<file path="src/rtl/pb_port_arbiter.sv">
// Round-robin arbiter sharing the single port of the 512x16 program/display RAM
// between requester 0 (game/control) and requester 1 (memory debug engine).
// Registers address/write data/write enable toward the RAM and returns read data
// two cycles after each accepted read beat, tagged to the requester that issued it.
// Optional feature: define PB_ARB_BURST_LIMIT_EN to revoke a grant after MAX_BURST
// beats when the other requester is waiting.
module pb_port_arbiter #(
  parameter int ADDR_W    = 9,
  parameter int DATA_W    = 16,
  parameter int MAX_BURST = 16
) (
  input  logic              clk_i,
  input  logic              rst_i,
  input  logic              req0_i,
  input  logic [ADDR_W-1:0] addr0_i,
  input  logic [DATA_W-1:0] wdata0_i,
  input  logic              wren0_i,
  output logic              gnt0_o,
  output logic              rvalid0_o,
  input  logic              req1_i,
  input  logic [ADDR_W-1:0] addr1_i,
  input  logic [DATA_W-1:0] wdata1_i,
  input  logic              wren1_i,
  output logic              gnt1_o,
  output logic              rvalid1_o,
  output logic [DATA_W-1:0] rdata_o,
  output logic [ADDR_W-1:0] mem_addr_o,
  output logic [DATA_W-1:0] mem_wdata_o,
  output logic              mem_wren_o,
  input  logic [DATA_W-1:0] mem_rdata_i,
  output logic              busy_o
);

  localparam logic [1:0] ArbIdle = 2'd0;
  localparam logic [1:0] ArbGnt0 = 2'd1;
  localparam logic [1:0] ArbGnt1 = 2'd2;

`ifdef PB_ARB_BURST_LIMIT_EN
  localparam bit LimitEn = 1'b1;
`else
  localparam bit LimitEn = 1'b0;
`endif

  logic [1:0]        state_q, state_d;
  logic              last_q, last_d;      // requester served most recently
  logic [ADDR_W:0]   cnt_q, cnt_d;        // beats taken under the current grant
  logic [ADDR_W-1:0] mem_addr_q;
  logic [DATA_W-1:0] mem_wdata_q;
  logic              mem_wren_q;
  logic              rd_v1_q, rd_tag1_q;  // read pipeline stage 1: valid, owner
  logic              rd_v2_q, rd_tag2_q;  // read pipeline stage 2: valid, owner
  logic [DATA_W-1:0] rdata_q;
  logic              beat0, beat1, beat, beat_wr, limit_hit;

  assign beat0   = req0_i & (state_q == ArbGnt0);
  assign beat1   = req1_i & (state_q == ArbGnt1);
  assign beat    = beat0 | beat1;
  assign beat_wr = beat0 ? wren0_i : (beat1 & wren1_i);

  // Limit fires on the beat that brings the count to MAX_BURST, so no extra beat slips in.
  assign limit_hit = LimitEn && beat && ((int'(cnt_q) + 1) >= MAX_BURST);

  // Grant state machine with round-robin tie-break on the last-served pointer.
  always_comb begin
    state_d = state_q;
    last_d  = last_q;
    case (state_q)
      ArbIdle: begin
        if (req0_i && (!req1_i || last_q)) state_d = ArbGnt0;
        else if (req1_i)                   state_d = ArbGnt1;
      end
      ArbGnt0: begin
        if (!req0_i || (limit_hit && req1_i)) begin
          last_d  = 1'b0;
          state_d = req1_i ? ArbGnt1 : ArbIdle;
        end
      end
      ArbGnt1: begin
        if (!req1_i || (limit_hit && req0_i)) begin
          last_d  = 1'b1;
          state_d = req0_i ? ArbGnt0 : ArbIdle;
        end
      end
      default: state_d = ArbIdle;
    endcase
  end

  // Beat counter: cleared on any grant change, saturating at all-ones.
  always_comb begin
    cnt_d = cnt_q;
    if (state_d != state_q)        cnt_d = '0;
    else if (beat && cnt_q != '1)  cnt_d = cnt_q + 1'b1;
  end

  // Arbiter state registers.
  always_ff @(posedge clk_i) begin
    if (rst_i) begin
      state_q <= ArbIdle;
      last_q  <= 1'b1;
      cnt_q   <= '0;
    end else begin
      state_q <= state_d;
      last_q  <= last_d;
      cnt_q   <= cnt_d;
    end
  end

  // RAM command registers and the two-stage read return pipeline.
  always_ff @(posedge clk_i) begin
    if (rst_i) begin
      mem_addr_q  <= '0;
      mem_wdata_q <= '0;
      mem_wren_q  <= 1'b0;
      rd_v1_q     <= 1'b0;
      rd_tag1_q   <= 1'b0;
      rd_v2_q     <= 1'b0;
      rd_tag2_q   <= 1'b0;
      rdata_q     <= '0;
    end else begin
      mem_wren_q <= beat & beat_wr;
      if (beat) begin
        mem_addr_q  <= beat0 ? addr0_i : addr1_i;
        mem_wdata_q <= beat0 ? wdata0_i : wdata1_i;
      end
      rd_v1_q   <= beat & ~beat_wr;
      rd_tag1_q <= beat1;
      rd_v2_q   <= rd_v1_q;
      rd_tag2_q <= rd_tag1_q;
      rdata_q   <= rdata_o;
    end
  end

  // RAM data arrives one cycle after the address, so pass it straight through.
  always_comb begin
    rdata_o   = rd_v2_q ? mem_rdata_i : rdata_q;
    rvalid0_o = rd_v2_q & ~rd_tag2_q;
    rvalid1_o = rd_v2_q & rd_tag2_q;
  end

  assign gnt0_o      = (state_q == ArbGnt0);
  assign gnt1_o      = (state_q == ArbGnt1);
  assign mem_addr_o  = mem_addr_q;
  assign mem_wdata_o = mem_wdata_q;
  assign mem_wren_o  = mem_wren_q;
  assign busy_o      = (state_q != ArbIdle) | rd_v1_q | rd_v2_q;

endmodule

</file>
<file path="config.mk">
export PLATFORM = sky130hd
export DESIGN_NAME = pb_port_arbiter
export DESIGN_NICKNAME = d
export VERILOG_FILES = /design/src/rtl/pb_port_arbiter.sv
export SDC_FILE = /design/constraint.sdc
export NUM_CORES = 1
export LEC_CHECK = 0
export CAP_MARGIN = 20
export CORE_AREA = 2 2 77 79
export CTS_CLUSTER_DIAMETER = 30
export DETAILED_ROUTE_END_ITERATION = 16
export DIE_AREA = 0 0 79 81
export PLACE_DENSITY = 0.79
export SYNTH_ARGS = -nofsm -noshare
export SYNTH_HDL_FRONTEND = slang
export SYNTH_SLANG_ARGS = --single-unit
</file>
<file path="constraint.sdc">
create_clock -name clk_i -period 1.4 [get_ports clk_i]
set_input_delay 0.28 -clock clk_i [delete_from_list [all_inputs] [get_ports clk_i]]
set_output_delay 0.28 -clock clk_i [all_outputs]
set_load 0.01 [all_outputs]
</file>
# --- Yosys cells after proc, flatten, opt, wreduce, memory -nomap -nowiden ---
# Cells that the tools add are included.
word_totals:
  ff_bits: 49
  rom_bits: 0
  ramBits: 0
  memories: 0
  out_inout_bits: 47
  inputBits: 72
  latch_bits: 0
  word_cells: 49
op_classes:
  n_reduce_logical: 8
  n_eq_ne: 5
  div_mod_pow: 0
  bitwise_logic: 12
  n_shift: 0
  order_cmp: 0
  multipliers: 0
  muxes: 14
  n_addsub: 0
op_table:
  columns: ["cell", "count"]
  rows:
  - ["2-to-1 mux 16 bit", 2]
  - ["2-to-1 mux 2 bit", 5]
  - ["2-to-1 mux 9 bit", 1]
  - ["bitwise AND 1 bit", 7]
  - ["case mux 2 bit (3 select lines)", 1]
  - ["AND reduction 3 bit", 2]
  - ["2-to-1 mux 1 bit", 4]
  - ["!= test 2 bit (second input constant)", 2]
  - ["nonzero test 2 bit", 2]
  - ["!= test 3 bit (second input constant)", 1]
  - ["bitwise OR 1 bit", 3]
  - ["== test 2 x 1 -> 1 bit (second input constant)", 1]
  - ["== test 2 bit (second input constant)", 1]
  - ["logical NOT 2 bit", 1]
  - ["inverter 1 bit", 2]
  - ["case mux 1 bit (2 select lines)", 1]
  - ["logical AND 1 bit", 1]
  - ["logical NOT 1 bit", 1]
  - ["logical OR 1 bit", 1]

# --- Logic depth before layout (Yosys ltp) ---
logic_depth:
  depth_word: 6
  ltp_mapped: 5
  mapped_depth_nobuf: 3

# --- Least setup slack after synthesis ---
# No wires, ideal clock.
synth_path:
  kind: "flip-flop to output port"
  startpoint: "register rd_v2_q"
  endpoint: "output busy_o"
  t_arrival_ns: 1.078
  n_path_buf: 2
  path_stages_with_launch: 4
  required_time_ns: 1.120
  path_slack_ns: 0.042
  path_cell_list: "dfxtp_1 > buf_6 > buf_6 > or4_1"
synth_via:
  elab_chain_cells: 1
synth_lines:
  columns: ["item", "line", "rtl"]
  rows:
  - ["from (decl)", "51", "logic rd_v2_q, rd_tag2_q;"]
  - ["from (signal assigned)", "127", "rd_v2_q <= rd_v1_q;"]
  - ["bitwise OR 1 bit", "145", "assign busy_o = (state_q != ArbIdle) | rd_v1_q | rd_v2_q;"]
  - ["to (decl)", "31", "output logic busy_o"]
# No other way between the ends.

# --- Worst setup path in the final report ---
# Same ends and word-level chain as after synthesis.

==> results.py <==
metrics = {
    "timing": {
        "relSlewSlack_pct": 77.7,
        "fmax_mhz": 627,
        "tns_ns": -3.11,
        "setup_viol": 17,
        "rsz0062_at_grt": "true",
        "fin_crit_ns": 1.60,
        "skew_ns": 0.00378,
        "slew_viol_final": 0,
        "min_period_over_period_pct": 114,
        "tightest_slew_ns": 0.334,
        "report.final.hold_viol_count": 0,
        "worst_slack_ns": -0.195,
    },
    "setup_path": {
        "r2r_start": "state_q[0]$_SDFFE_PP0P_",
        "critPathArrivalTime_ns": 1.32,
        "setup.worst_path.class": "register to output port",
        "r2r-end": "rd_v1_q$_SDFF_PP0_",
        "end_kind": "output port",
        "worstSetupStartpointType": "register",
        "required_ns": 1.12,
        "r2r_slack_ns": 0.03,
        "critPathMaxFanout": 5,
        "r2r_cells": 6,
    },
    "clocking": {
        "clockBufferDepth": 2,
        "cts_root_buffer": "clkbuf_8",
        "htreeDepth": 2,
        "cts_buffers": 5,
        "clk_latency_ns": 0.30,
        "ctsHoldBuffers": 0,
        "clkTransAtPathRegs_ns": 0.09,
        "cts.sinks": 49,
        "cts_tree": "done",
    },
    "logic_synthesis": {
        "synthTopCellsByArea": "dfxtp_1 48%, a22oi_1 7.7%, mux2_2 5.5%",
        "ys_ff_latch": 49,
        "synth_cells": 199,
        "yosys_warnings": 0,
        "syn-num-nets": 271,
        "synth_cell_types": 29,
        "ys_seq_area_share_pct": 47.7,
        "netlist.area_leader.share_pct": 47.7,
        "synth_area_per_cell_um2": 10.3,
        "synth.largest_area_cell": "dfxtp_1",
        "syn_area_um2": 2060,
    },
    "final_layout": {
        "syn_to_final_growth_pct": 79.5,
        "most-common-layout-cells": "69 x clkdlybuf4s50_1, 46 x dfxtp_1, 26 x dlygate4sd2_1, 23 x inv_1, 20 x a22oi_1",
        "diodes": 0,
        "post-route-util_pct": 65.1,
        "layout.nets": 411,
        "final_common_cell": "clkdlybuf4s50_1",
        "drive_above_1_share_pct": 25.0,
    },
    "run_status": {
        "status": "complete, but fails checks",
        "violations": "setup timing",
    },
    "die": {
        "core_area_um2": 5680,
        "initial_core_util_pct": 36.3,
        "ios": 119,
        "die_h_um": 81,
        "rows": 28,
        "die-area_um2": 6400,
        "die_w_um": 79,
    },
    "drt": {
        "drt_iter0_markers": 58,
        "drt_first_pass_iters": 5,
        "vias": 1960,
        "wl_um": 5960,
        "remaining_drc_errors": 0,
        "antenna_left": 0,
        "wire_per_inst_um": 14.4,
        "via_per_inst": 4.72,
    },
    "global_routing": {
        "antenna_found_initial": 0,
        "grt_pass1_vias": 1909,
        "grt_max_degree": 23,
        "gr-total-overflow": 0,
        "grtUsageTotal_pct": 16.7,
        "grt_first_pass_wirelength_um": 8420,
    },
    "worst_hold_path": {
        "hold_depth": 2,
        "hold_path_class": "primary input to register",
        "min_to": "last_q$_SDFFE_PP1P_",
        "hold_start": "rst_i",
    },
    "place": {
        "hpwl_um": 3830,
        "gp_congestion": 0.708,
        "port_buffers": 118,
    },
    "pwr": {
        "power.leakage_nw": 1.67,
        "power_mw": 3.14,
        "power.density_nw_per_um2": 849,
        "ir_drop_v": 0.000451,
    },
    "run": {
        "drv_cap": 0,
    },
}
routing by layer:
layer  vias to the layer above  wire length, µm  GRT usage, %
met5                         -                0             0
met4                         0               80          5.52
met1                       898             2270          16.2
met2                        96             3040          32.2
met3                         8              568          6.78
li1                        958                -             -
final cells by class:
type / count / area [µm²]
Fill cell: 476 / 1980
Tap cell: 75 / 93.8
Clock inverter: 3 / 46.3
Timing Repair Buffer: 146 / 1470
Sequential cell: 49 / 987
Clock buffer: 5 / 68.8
Inverter: 23 / 86.3
Multi-Input combinational cell: 114 / 943
stage by stage:
stage | instances | area [µm²] | hold slack [ns] | worst slack, ns
after floorplan | 199 | 2060 | 0.411 | 0.0422
after global placement | 389 | 3340 | 0.415 | -0.309
after detailed placement | 389 | 3340 | 0.418 | -0.333
after CTS | 403 | 3530 | 0.442 | -0.193
after global routing | 415 | 3690 | 0.316 | -0.236
final | 415 | 3690 | 0.337 | -0.195
worst max-delay path, stage by stage, from the launching register on:
cell and delay, ns:
dfxtp_4 0.39, or4_1 0.47, buf_2 0.16
where the power goes:
group | switching (mW) | internal, mW | leakage, nW | total (mW)
sequential | 0.0300 | 1.45 | 0.400 | 1.48
clock | 0.482 | 0.535 | 0.0543 | 1.02
combinational | 0.226 | 0.412 | 1.22 | 0.638
logic make-up (layout without fill, tap and decap cells):
| family | after synthesis | in the layout | synth area share (%) |
|---|---|---|---|
| AO/OA/AOI/OAI | 52 | 52 | 16.1 |
| AND/OR/NAND/NOR | 41 | 42 | 14.6 |
| buffers and inverters | 37 | 177 | 9.85 |
| flip-flops | 49 | 49 | 47.7 |
| multiplexers | 20 | 20 | 11.8 |
cell usage after synthesis:
cell,count
a211oi_1,4
a21oi_1,2
a22oi_1,21
and2_1,2
and2b_1,7
and3b_1,2
and4bb_4,2
buf_1,1
buf_2,1
buf_4,2
buf_6,7
clkbuf_1,1
clkbuf_2,2
dfxtp_1,49
inv_1,23
mux2_2,10
mux2_4,6
mux2i_1,4
nand2b_1,1
nand3b_1,1
nand3b_4,2
nor2_1,8
nor2b_1,15
o21ai_0,1
o21ai_1,20
o21bai_1,1
o22a_1,1
o22ai_1,2
or4_1,1
flip-flops by register name, summed over array words and instances (netlist names):
register,flops
mem_wren_o,1
rdata_q,16
state_q,2
rd_tag2_q,1
rd_v2_q,1
rd_tag1_q,1
mem_wdata_o,16
mem_addr_o,9
rd_v1_q,1
last_q,1
worst max-delay path by stage:
| stage | from | endpoint |
|---|---|---|
| finish | rd_v2_q$_SDFF_PP0_ | busy_o |
| detailed placement | mem_rdata_i[5] | rdata_o[5] |
| floorplan | rd_v2_q$_SDFF_PP0_ | busy_o |
| global route | rd_v2_q$_SDFF_PP0_ | rdata_o[6] |
| CTS | rd_v2_q$_SDFF_PP0_ | rdata_o[5] |
| global placement | mem_rdata_i[7] | rdata_o[7] |
timing repair:
item                                    CTS  global route
pin swaps                                 0             2
endpoints found under the hold margin     0             0
endpoints found under the setup margin   47            42
cloned                                    1             3
gates resized for setup                 139            16
buffers inserted                          5            11
(Power assumes the default switching activity.)
